`src/rtl/pet_pkg.sv`:
```
// Shared definitions for the button command arbiter and the pet state FSM:
// arbiter state encoding, test-code values and command priority indices.
package pet_pkg;

   localparam int unsigned CODE_W  = 4;
   localparam int unsigned NUM_CMD = 4;

   localparam logic [2:0] ST_IDLE         = 3'd0;
   localparam logic [2:0] ST_LOCK         = 3'd1;
   localparam logic [2:0] ST_TEST_HOLD    = 3'd2;
   localparam logic [2:0] ST_TEST_COLLECT = 3'd3;
   localparam logic [2:0] ST_TEST_COMMIT  = 3'd4;

   // Test codes select the pet FSM state forced in test mode
   localparam logic [CODE_W-1:0] TC_NONE    = 4'd0;
   localparam logic [CODE_W-1:0] TC_IDLE    = 4'd1;
   localparam logic [CODE_W-1:0] TC_NEUTRAL = 4'd2;
   localparam logic [CODE_W-1:0] TC_TIRED   = 4'd3;
   localparam logic [CODE_W-1:0] TC_SLEEP   = 4'd4;
   localparam logic [CODE_W-1:0] TC_HUNGRY  = 4'd5;
   localparam logic [CODE_W-1:0] TC_SAD     = 4'd6;
   localparam logic [CODE_W-1:0] TC_PLAYING = 4'd7;
   localparam logic [CODE_W-1:0] TC_BORED   = 4'd8;
   localparam logic [CODE_W-1:0] TC_DEATH   = 4'd9;

   // Bit index in the command vector; lower index wins arbitration
   localparam int unsigned CMD_AWAKE = 0;
   localparam int unsigned CMD_FEED  = 1;
   localparam int unsigned CMD_SLEEP = 2;
   localparam int unsigned CMD_PLAY  = 3;

   function automatic logic [CODE_W-1:0] code_sat_inc(input logic [CODE_W-1:0] code);
      return (code >= TC_DEATH) ? TC_DEATH : code + CODE_W'(1);
   endfunction

endpackage

```
`src/rtl/rise_detect.sv`:
```
// Rising-edge detector for one debounced button; history preloads to 1 so a
// button held through reset does not fire.
module rise_detect (
   input  logic clk,
   input  logic rst,
   input  logic level,
   output logic rise_c
);

   logic hist;

   always_ff @(posedge clk) begin
      if (rst) hist <= 1'b1;
      else     hist <= level;
   end

   assign rise_c = level & ~hist;

endmodule

```
`src/rtl/button_cmd_arbiter.sv`:
```
// Arbitrates debounced button edges into one-cycle pet commands and runs the
// long-press test-code entry handshake.
module button_cmd_arbiter #(
   parameter int unsigned HOLD_TEST = 50000000,
   parameter int unsigned PULSE_WIN = 75000000,
   parameter int unsigned LOCKOUT   = 12500000
) (
   input  logic       clk,
   input  logic       rst,
   input  logic       btn_sleep,
   input  logic       btn_awake,
   input  logic       btn_feed,
   input  logic       btn_play,
   input  logic       btn_test,
   output logic       cmd_sleep,
   output logic       cmd_awake,
   output logic       cmd_feed,
   output logic       cmd_play,
   output logic       test_mode,
   output logic [3:0] test_code,
   output logic       test_valid,
   output logic       busy
);
   import pet_pkg::*;

   localparam int unsigned MAX_HP  = (HOLD_TEST > PULSE_WIN) ? HOLD_TEST : PULSE_WIN;
   localparam int unsigned MAX_CNT = (MAX_HP > LOCKOUT) ? MAX_HP : LOCKOUT;
   localparam int unsigned TW      = (MAX_CNT > 1) ? $clog2(MAX_CNT) : 1;

   logic rise_sleep, rise_awake, rise_feed, rise_play, rise_test;

   rise_detect u_rise_sleep (.clk(clk), .rst(rst), .level(btn_sleep), .rise_c(rise_sleep));
   rise_detect u_rise_awake (.clk(clk), .rst(rst), .level(btn_awake), .rise_c(rise_awake));
   rise_detect u_rise_feed  (.clk(clk), .rst(rst), .level(btn_feed),  .rise_c(rise_feed));
   rise_detect u_rise_play  (.clk(clk), .rst(rst), .level(btn_play),  .rise_c(rise_play));
   rise_detect u_rise_test  (.clk(clk), .rst(rst), .level(btn_test),  .rise_c(rise_test));

   logic [2:0]         state, state_nxt;
   logic [TW-1:0]      timer, timer_nxt;
   logic [NUM_CMD-1:0] cmd_q, cmd_nxt;
   logic [CODE_W-1:0]  code_q, code_nxt;
   logic               mode_q, mode_nxt;
   logic               valid_q, valid_nxt;
   logic               busy_q, busy_nxt;
   logic               any_action;

   assign any_action = rise_sleep | rise_awake | rise_feed | rise_play;

   // State, timer and all output registers
   always_ff @(posedge clk) begin
      if (rst) begin
         state   <= ST_IDLE;
         timer   <= '0;
         cmd_q   <= '0;
         code_q  <= TC_NONE;
         mode_q  <= 1'b0;
         valid_q <= 1'b0;
         busy_q  <= 1'b0;
      end else begin
         state   <= state_nxt;
         timer   <= timer_nxt;
         cmd_q   <= cmd_nxt;
         code_q  <= code_nxt;
         mode_q  <= mode_nxt;
         valid_q <= valid_nxt;
         busy_q  <= busy_nxt;
      end
   end

   always_comb begin
      state_nxt = state;
      timer_nxt = timer;
      cmd_nxt   = '0;
      code_nxt  = code_q;
      case (state)
         ST_IDLE: begin
            if (any_action) begin
               state_nxt = ST_LOCK;
               timer_nxt = TW'(LOCKOUT - 1);
               if (rise_awake)      cmd_nxt[CMD_AWAKE] = 1'b1;
               else if (rise_feed)  cmd_nxt[CMD_FEED]  = 1'b1;
               else if (rise_sleep) cmd_nxt[CMD_SLEEP] = 1'b1;
               else                 cmd_nxt[CMD_PLAY]  = 1'b1;
            end else if (rise_test) begin
               state_nxt = ST_TEST_HOLD;
               timer_nxt = '0;
            end
         end
         ST_LOCK: begin
            if (timer == '0) state_nxt = ST_IDLE;
            else             timer_nxt = timer - TW'(1);
         end
         ST_TEST_HOLD: begin
            if (!btn_test) begin
               state_nxt = ST_IDLE;
               timer_nxt = '0;
            end else if (timer == TW'(HOLD_TEST - 1)) begin
               state_nxt = ST_TEST_COLLECT;
               code_nxt  = TC_NONE;
               timer_nxt = '0;
            end else begin
               timer_nxt = timer + TW'(1);
            end
         end
         ST_TEST_COLLECT: begin
            // Awake aborts and outranks a play pulse in the same cycle
            if (rise_awake) begin
               state_nxt = ST_IDLE;
               code_nxt  = TC_NONE;
               timer_nxt = '0;
            end else if (rise_play) begin
               code_nxt  = code_sat_inc(code_q);
               timer_nxt = TW'(PULSE_WIN - 1);
            end else if (code_q != TC_NONE) begin
               if (timer == '0) state_nxt = ST_TEST_COMMIT;
               else             timer_nxt = timer - TW'(1);
            end
         end
         ST_TEST_COMMIT: begin
            state_nxt = ST_LOCK;
            timer_nxt = TW'(LOCKOUT - 1);
         end
         default: begin
            state_nxt = ST_IDLE;
            timer_nxt = '0;
         end
      endcase
      mode_nxt  = (state_nxt == ST_TEST_COLLECT);
      valid_nxt = (state_nxt == ST_TEST_COMMIT);
      busy_nxt  = (state_nxt != ST_IDLE);
   end

   assign cmd_awake  = cmd_q[CMD_AWAKE];
   assign cmd_feed   = cmd_q[CMD_FEED];
   assign cmd_sleep  = cmd_q[CMD_SLEEP];
   assign cmd_play   = cmd_q[CMD_PLAY];
   assign test_mode  = mode_q;
   assign test_code  = code_q;
   assign test_valid = valid_q;
   assign busy       = busy_q;

endmodule

```
`config.mk`:
```
export PLATFORM = sky130hd
export DESIGN_NAME = button_cmd_arbiter
export DESIGN_NICKNAME = d
export VERILOG_FILES = /design/src/rtl/pet_pkg.sv /design/src/rtl/rise_detect.sv /design/src/rtl/button_cmd_arbiter.sv
export SDC_FILE = /design/constraint.sdc
export NUM_CORES = 1
export LEC_CHECK = 0
export ABC_CLOCK_PERIOD_IN_PS = 4200
export CORE_MARGIN = 1
export CORE_UTILIZATION = 61
export DETAILED_ROUTE_END_ITERATION = 10
export GPL_ROUTABILITY_DRIVEN = 0
export PLACE_DENSITY = 0.81
export SYNTH_ARGS = -nofsm -noshare
export SYNTH_HDL_FRONTEND = slang
export SYNTH_SLANG_ARGS = --single-unit
```
`constraint.sdc`:
```
create_clock -name clk -period 4.2 [get_ports clk]
set_clock_uncertainty 0.2 [all_clocks]
set_input_delay 0.42 -clock clk [delete_from_list [all_inputs] [get_ports clk]]
set_output_delay 0.42 -clock clk [all_outputs]
set_load 0.01 [all_outputs]
```
# Word level (Yosys, flattened, before mapping)
# Index checks and enable logic that the tools add are counted.
[totals]
in_bits = 7
n_memories = 0
latchBits = 0
register_bits = 46
ram_bits = 0
out_inout_bits = 11
rom_bits = 0
[classes]
bitwise = 15
n_mux = 29
n_eq_ne = 12
add_sub_neg = 3
shift = 0
n_lt_le_gt_ge = 1
n_div = 0
reduce_logical = 10
mul = 0
[op_table]
columns = ["cell", "count"]
rows = [
  ["27-bit two-way mux", 8],
  ["27-bit one-hot mux with 5 select lines", 1],
  ["27-bit by 1-bit adder with 27-bit output (second input constant)", 1],
  ["27-bit by 26-bit == test with 1-bit output (second input constant)", 1],
  ["27-bit zero test", 1],
  ["3-bit two-way mux", 9],
  ["27-bit by 1-bit subtractor with 27-bit output (second input constant)", 1],
  ["4-bit two-way mux", 5],
  ["3-bit one-hot mux with 5 select lines", 1],
  ["3-bit by 2-bit == test with 1-bit output (second input constant)", 3],
  ["4-bit one-hot mux with 2 select lines", 1],
  ["1-bit NOT", 7],
  ["3-bit == test (second input constant)", 2],
  ["3-bit inequality test (second input constant)", 2],
  ["1-bit AND", 5],
  ["5-bit OR reduction", 1],
  ["4-bit by 1-bit adder with 4-bit output (second input constant)", 1],
  ["4-bit greater-or-equal comparator (second input constant)", 1],
  ["1-bit two-way mux", 4],
  ["2-bit inequality test (second input constant)", 2],
  ["4-bit inequality test (second input constant)", 1],
  ["4-bit AND reduction", 1],
  ["4-bit nonzero test", 1],
  ["4-bit OR reduction", 1],
  ["other kinds (7)", 9],
]

# Longest topological paths before layout
# Gate-level depths: netlist of the first run.
[depth]
word_depth = 8
mapped_depth = 10

# Modules after synthesis
# A second synthesis of the first run with hierarchy kept.
[unflattened]
cells_unflattened = 467
hier_area_um2 = 3564.7
[modules_own_cells]
columns = ["module", "seq_area_each_um2", "n_inst", "area_per_inst_um2", "cells_per_inst"]
rows = [
  ["button_cmd_arbiter", 820.8, 1, 3402.0, 452],
  ["rise_detect", 20.0, 5, 32.5, 3],
]

# Worst setup path after synthesis of the first run
# OpenSTA, ideal clock, no wires.
[synth_timing]
path_type = "reg-to-reg"
startpoint = "register timer[9]"
endpoint = "register code_q[1], in the netlist test_code[1]"
path_slack_ps = 1300
path_buffers = 1
setup_time_ps = 65
arrival_time_ps = 2635
required_time_ps = 3935
period_less_slack_ps = 2900
path_stages_with_launch = 8
cell_sequence = "dfxtp_1 buf_2 or4_4 or4b_4 or4_1 a21oi_2 mux2_2 nor2_1"
[synth_via]
elab_chain_len = 3
[synth_lines]
columns = ["item", "line_no", "text"]
rows = [
  ["start, declared", "button_cmd_arbiter.sv:39", "logic [TW-1:0] timer, timer_nxt;"],
  ["start signal, assigned", "button_cmd_arbiter.sv:61", "timer <= timer_nxt;"],
  ["27-bit by 26-bit == test with 1-bit output", "button_cmd_arbiter.sv:97", "end else if (timer == TW'(HOLD_TEST - 1)) begin"],
  ["2-bit inequality test (no source line)", "--", ""],
  ["4-bit AND reduction (no source line)", "--", ""],
  ["end signal, assigned", "button_cmd_arbiter.sv:63", "code_q <= code_nxt;"],
  ["end, declared", "button_cmd_arbiter.sv:41", "logic [CODE_W-1:0] code_q, code_nxt;"],
]
# No other way between the ends.
# A chain may end at the register's enable or synchronous reset.

# Worst setup path after layout of the first run
[layout_timing]
startpoint = "register timer[19]"
endpoint = "register timer[7]"
[layout_via]
elab_chain_len = 6
word_cells_on_any_way = 9
[layout_lines]
columns = ["item", "line_no", "text"]
rows = [
  ["27-bit zero test", "button_cmd_arbiter.sv:90, button_cmd_arbiter.sv:115", ""],
  ["27-bit two-way mux (4 in series)", "--", ""],
  ["27-bit one-hot mux with 5 select lines (*)", "button_cmd_arbiter.sv:75", "case (state)"],
]
# Every way passes the cells marked *; elsewhere a longest branch is shown, timed or not. The select of a mux whose other input is x is not followed.

==> impl_metrics.csv, run 1 <==
group,metric,value,unit
synth,synth-seq-area-share,0.263,
setup_path,crit_path_start_kind,"flip-flop",
route,drt-pass1-iter-count,6,
clocking,cts_tree,"yes",
clocking,cts_resized,0,
layout,antenna_cells,0,
synth,syn_area_per_cell,7.53,µm²
synth,synth-seq-cells,46,
floorplanning,ios,18,
route,dr_total_vias,3845,
clocking,cts_setup_buffers,0,
clocking,clk_latency,0.31,ns
clocking,cts_root_buf,"clkbuf_8",
synth,synth_simple_gate_area_frac,0.324,
sta,setup_viol,0,
setup_path,cp.arrival,3.33,ns
floorplanning,design.die.area,6060,µm²
layout,area_growth_syn_to_layout,6.53,%
sta,hold_violations,0,
route,drtIter0Drc,514,
global_route,grt_use_total,0.363,
setup_path,crit_slowest_cell,"or4_1",
sta,finalSetupTns,0,ns
synth,synthArstFlopShare,0,
synth,yosysWarnings,0,
synth,synth-compound-area-share,0.289,
setup_path,end_kind,"flip-flop",
status,outcome,"complete, no violations",
sta,period_needed,3.32,ns
synth,synthAdderAreaFrac,0.0178,
synth,synth-main-ff-cell,"dfxtp_1",
sta,whs,0.326,ns
setup_path,crit_path_frequent_cell,"or4_1",
sta,grt_setup_unrepaired,"no",
synth,synth_enable_flop_cells,0,
layout,drive_above_1_share,0.0897,
clocking,numCtsBuffers,5,
global_route,antenna_found_initial,0,
synth,synth_top_cell_area_share,0.263,
setup_path,worstSetupPathType,"flip-flop to flip-flop",
sta,finalMaxSlewViolations,0,
global_route,grt_pass1_vias,3611,
pwr,vdd_drop_max,0.265,mV
route,wl_met2,4860,µm
synth,synth-xor-area-share,0.0300,
setup_path,path_max_fanout,12,
clocking,cts_buffer_depth,2,
synth,synth_top_area_cell,"dfxtp_1",
setup_path,slowest_delay,0.79,ns
sta,fin_crit_sh,0.789,
sta,worst_pin_slew,1.15,ns
route,routed_wl,10600,µm
run,maxCapViolCount,0,
clocking,cts-hold-fix-buffers,0,
route,viasPerCell,7.27,
placement,io_buffers,17,
route,drt-met1-wl,4090,µm
pwr,leakagePower,1.22,nW
route,antenna_left,0,
pwr,p_per_area,423,nW/µm²
setup_path,cp.required,4.21,ns
floorplanning,die_width,77.8,µm
floorplanning,core_area,5540,µm²
floorplanning,dieHeight,77.8,µm
floorplanning,row_count,27,
setup_path,crit_path_cell_trace,"or4_1 > or4_1 > o31ai_4 > o31a_2 > o21ai_1 > a221oi_1",
route,drcViolationCount,0,
synth,synth.area.mux_share,0.0118,
placement,dp_hpwl,6950,µm
route,routed.top_layer,"met4",
clocking,clk_pin_slew,0.09,ns
route,met3_length,1180,µm
clocking,ctsHtreeMaxLevel,2,
synth,netlist_top_cells_area,"dfxtp_1 (26%), nand2_1 (3.9%), nor3_1 (3.9%)",
synth,synth_cell_type_count,77,
route,wl_per_cell,20.0,µm
layout,fin_nets,469,
hold_path,min_path_type,"flip-flop to flip-flop",
sta,max_slew_margin,0.232,
global_route,grt_max_degree,33,
clocking,cts_sinks,46,
synth,synth_cells,466,
synth,synth_top_family_by_area,"simple AND/OR/NAND/NOR gates",
layout,fillers,493,
layout,utilization,0.674,
global_route,grt_pass1_wl,17500,µm
synth,syn_nets,478,
synth,syn_area,3510,µm²
sta,fmax,302,MHz
floorplanning,initial_utilization,0.633,
global_route,overflow,0,
==> placed cells by master (no fill, tap or decap), drive strengths merged, types with 6 or more instances in the layout <==
cell type / netlist / layout
o31ai: 7 / 7
nor3: 27 / 27
clkdlybuf4s50: 0 / 17
nand2: 37 / 37
or4: 11 / 11
or3: 8 / 8
nand4: 12 / 12
a31oi: 13 / 13
xnor2: 7 / 7
inv: 10 / 10
nor2b: 6 / 6
nand2b: 7 / 7
a211oi: 8 / 8
a21oi: 26 / 26
a221oi: 7 / 7
o21ai: 25 / 25
nor4: 14 / 14
and3: 8 / 8
nor2: 33 / 33
buf: 12 / 10
dfxtp: 46 / 46
nand3: 18 / 18
==> area by class of cell <==
| cell class | count | area, µm² | area share |
|---|---|---|---|
| clock inverters | 2 | 10.0 | 0.00268 |
| inverters | 11 | 41.3 | 0.0111 |
| clock buffers | 5 | 68.8 | 0.0184 |
| well taps | 72 | 90.1 | 0.0241 |
| multi-input cells | 366 | 2360 | 0.632 |
| repair buffers | 27 | 245 | 0.0656 |
| flip-flops and latches | 46 | 921 | 0.246 |
==> sequential cells by signal, indices dropped and copies added (netlist names) <==
register / flops
test_code: 4
u_rise_test.hist: 1
u_rise_awake.hist: 1
timer: 27
u_rise_sleep.hist: 1
cmd_q: 4
busy: 1
state: 3
u_rise_play.hist: 1
test_mode: 1
u_rise_feed.hist: 1
test_valid: 1
==> routing by layer <==
metal / vias up / global-route usage
met4: 0 / 0.179
met1: 1736 / 0.453
met2: 285 / 0.586
met5: - / 0
li1: 1759 / -
met3: 65 / 0.0812
==> kinds of logic (layout without fill, tap and decap cells) <==
| group | count (synthesis) | in the layout |
|---|---|---|
| simple gates | 204 | 204 |
| compound gates | 141 | 141 |
| buf+inv | 54 | 45 |
| flops | 46 | 46 |
| xor+xnor | 12 | 12 |
| fa+ha+maj | 5 | 5 |
| mux | 4 | 4 |
==> where the power goes <==
| group | switching, mW | internal [mW] | leakage, nW |
|---|---|---|---|
| sequential | 0.0896 | 0.478 | 0.376 |
| clock | 0.162 | 0.112 | 0.0438 |
| combinational | 0.465 | 0.275 | 0.802 |
| total | 0.716 | 0.865 | 1.22 |
==> through the flow <==
stage	instances	setup slack, ns	total power, mW	instance area, µm²
2_1_floorplan	466	1.30	1.12	3510
3_3_place_gp	522	0.981	1.26	3660
3_5_place_dp	522	0.991	1.28	3660
4_1_cts	529	0.956	1.55	3740
5_1_grt	529	0.748	1.66	3740
6_report	529	0.884	1.58	3740
==> synthesized netlist by cell type (all sizes together) (6+ instances only) <==
cell,instances
nor2b,6
inv,10
nand3,18
a21oi,26
a31oi,13
nand2b,7
nor2,33
a221oi,7
nor4,14
a211oi,8
o31ai,7
nand2,37
buf,12
nor3,27
clkbuf,31
nand4,12
or4,11
o21ai,25
xnor2,7
or3,8
dfxtp,46
and3,8
==> critical path, delay by kind of cell, from the launching register on <==
| kind | cells | cell delay (ns) |
|---|---|---|
| simple gates | 2 | 1.48 |
| compound gates | 4 | 1.10 |
| flops | 1 | 0.43 |
==> worst paths after layout <==
kind,startpoint,cells after the start,slack [ns],to
worst max-delay path,timer[19],6,0.88,timer[7]
worst min-delay path,u_rise_feed.hist,2,0.33,cmd_q[1]
worst max register to register,timer[19],6,0.88,timer[7]
worst min register to register,u_rise_feed.hist,2,0.33,cmd_q[1]
Note: power is estimated with default switching activity, not from simulation.
==> inputs of run 2 (changes only) <==
--- a/config.mk
+++ b/config.mk
@@ -5,12 +5,12 @@
 export SDC_FILE = /design/constraint.sdc
 export NUM_CORES = 1
 export LEC_CHECK = 0
-export ABC_CLOCK_PERIOD_IN_PS = 4200
+export ABC_CLOCK_PERIOD_IN_PS = 3000
 export CORE_MARGIN = 1
-export CORE_UTILIZATION = 61
+export CORE_UTILIZATION = 55
 export DETAILED_ROUTE_END_ITERATION = 10
 export GPL_ROUTABILITY_DRIVEN = 0
-export PLACE_DENSITY = 0.81
+export PLACE_DENSITY = 0.77
 export SYNTH_ARGS = -nofsm -noshare
 export SYNTH_HDL_FRONTEND = slang
 export SYNTH_SLANG_ARGS = --single-unit
==> constraint.sdc (replaced) <==
create_clock -name clk -period 3 [get_ports clk]
set_clock_uncertainty 0.2 [all_clocks]
set_input_delay 0.3 -clock clk [delete_from_list [all_inputs] [get_ports clk]]
set_output_delay 0.3 -clock clk [all_outputs]
set_load 0.01 [all_outputs]
==> impl_metrics.csv, run 2 (synthesized netlist as in run 1, its figures left out) <==
group,metric,value,unit
status,outcome,"complete, no violations",
sta,period_needed,2.92,ns
setup_path,crit_path_start_kind,"flip-flop",
setup_path,path_delay_family,"simple AND/OR/NAND/NOR gates",
pwr,leakagePower,1.46,nW
pwr,vdd_drop_max,0.364,mV
layout,antenna_cells,0,
global_route,grt_pass1_wl,17900,µm
layout,mostFrequentLayoutCell,"buf_4",
clocking,cts_root_buf,"clkbuf_8",
route,viasPerCell,7.05,
layout,area_growth_syn_to_layout,17.8,%
sta,setup_viol,0,
sta,hold_violations,0,
floorplanning,dieHeight,81.9,µm
global_route,grt_pass1_vias,3675,
sta,finalMaxSlewViolations,0,
route,dr_total_vias,4069,
floorplanning,initial_utilization,0.582,
setup_path,worstSetupPathType,"flip-flop to flip-flop",
route,drcViolationCount,0,
sta,grt_setup_unrepaired,"no",
floorplanning,ios,18,
sta,fin_crit_sh,0.973,
floorplanning,die_width,81.9,µm
clocking,cts_sinks,46,
global_route,grt_use_met2,0.569,
setup_path,slowest_delay,0.61,ns
placement,dp.cells,567,
floorplanning,design.die.area,6700,µm²
layout,fin_nets,513,
clocking,ctsHtreeMaxLevel,2,
placement,io_buffers,17,
setup_path,cp.required,3.01,ns
setup_path,end_kind,"flip-flop",
clocking,clk_latency,0.31,ns
route,antenna_left,0,
layout,instances_no_fill,577,
setup_path,path_max_fanout,7,
route,drt-pass1-iter-count,7,
sta,max_slew_margin,0.537,
global_route,overflow,0,
route,wl_per_cell,19.6,µm
sta,fmax,343,MHz
pwr,p_per_area,609,nW/µm²
global_route,antenna_found_initial,0,
hold_path,min_path_type,"flip-flop to flip-flop",
global_route,use_met1,0.424,
global_route,grt_use_total,0.349,
layout,largest_reg_flops,27,
global_route,busiest_layer,"met2",
clocking,cts_tree,"yes",
placement,dp_hpwl,7900,µm
clocking,clk_pin_slew,0.10,ns
setup_path,cp_num_buf_inv,0,
layout,regMostFlops,"timer",
floorplanning,row_count,28,
run,maxCapViolCount,0,
sta,worst_pin_slew,0.695,ns
setup_path,crit_path_cell_trace,"or4_1 > or4_4 > nor4_4 > nand2_2 > or4b_1 > a311oi_1",
floorplanning,core_area,6030,µm²
route,drtIter0Drc,446,
layout,mostFrequentLayoutCells,"buf_4 (53), dfxtp_1 (46), nand2_1 (36)",
setup_path,crit_slowest_cell,"or4_1",
clocking,cts_buffer_depth,2,
layout,drive_above_1_share,0.173,
global_route,grtUsageMet3,0.0700,
clocking,numCtsBuffers,5,
sta,finalSetupTns,0,ns
route,routed_wl,11300,µm
clocking,cts-hold-fix-buffers,0,
setup_path,cp.arrival,2.93,ns
global_route,grt_max_degree,32,
run 2: layout make-up:
class                      count  area, µm²
clock inverter                 2       37.5
tap                           75       93.8
clock buffer                   6       72.6
inverter                      11       41.3
timing repair buffer          71        588
multi-input combinational    366       2380
fill                         501       1890
sequential                    46        921
run 2: tightest hold or removal path, delay by kind of cell (launching register included):
family	cells	cell delay [ns]
simple gates	2	0.17
flops	1	0.33
run 2: layer usage:
layer | vias to the layer above | part of all wire
met5 | - | 0
met4 | 0 | 0.048
met3 | 65 | 0.12
met2 | 300 | 0.45
met1 | 1865 | 0.38
li1 | 1839 | -
run 2: stage by stage:
step	setup WS, ns	hold slack [ns]	area, µm²	util	total power [mW]
global placement	0.135	0.313	3990	0.662	1.93
floorplan	0.100	0.184	3510	-	1.57
detailed placement	0.106	0.332	3990	0.662	1.95
finish	0.0805	0.344	4130	0.686	2.52
global route	0.00414	0.365	4130	0.686	2.61
CTS	0.0871	0.346	4100	0.680	2.43
run 2: power breakdown:
group	switching (mW)	leakage, nW	internal, mW
clock network	0.238	0.0514	0.249
logic	0.782	1.03	0.530
registers	0.0482	0.376	0.670
total	1.07	1.46	1.45
run 2: path summary, 6_finish.rpt:
check | start | end | slack, ns | cells past startpoint
worst max register to register | timer[10] | timer[21] | 0.08 | 6
worst min register to register | u_rise_feed.hist | cmd_q[1] | 0.34 | 2
worst max-delay path | timer[10] | timer[21] | 0.08 | 6
worst min-delay path | u_rise_feed.hist | cmd_q[1] | 0.34 | 2
run 2: repair_timing:
action	CTS	global route
setup buffers	0	2
endpoints found under the setup margin	0	6
resized for setup	0	3
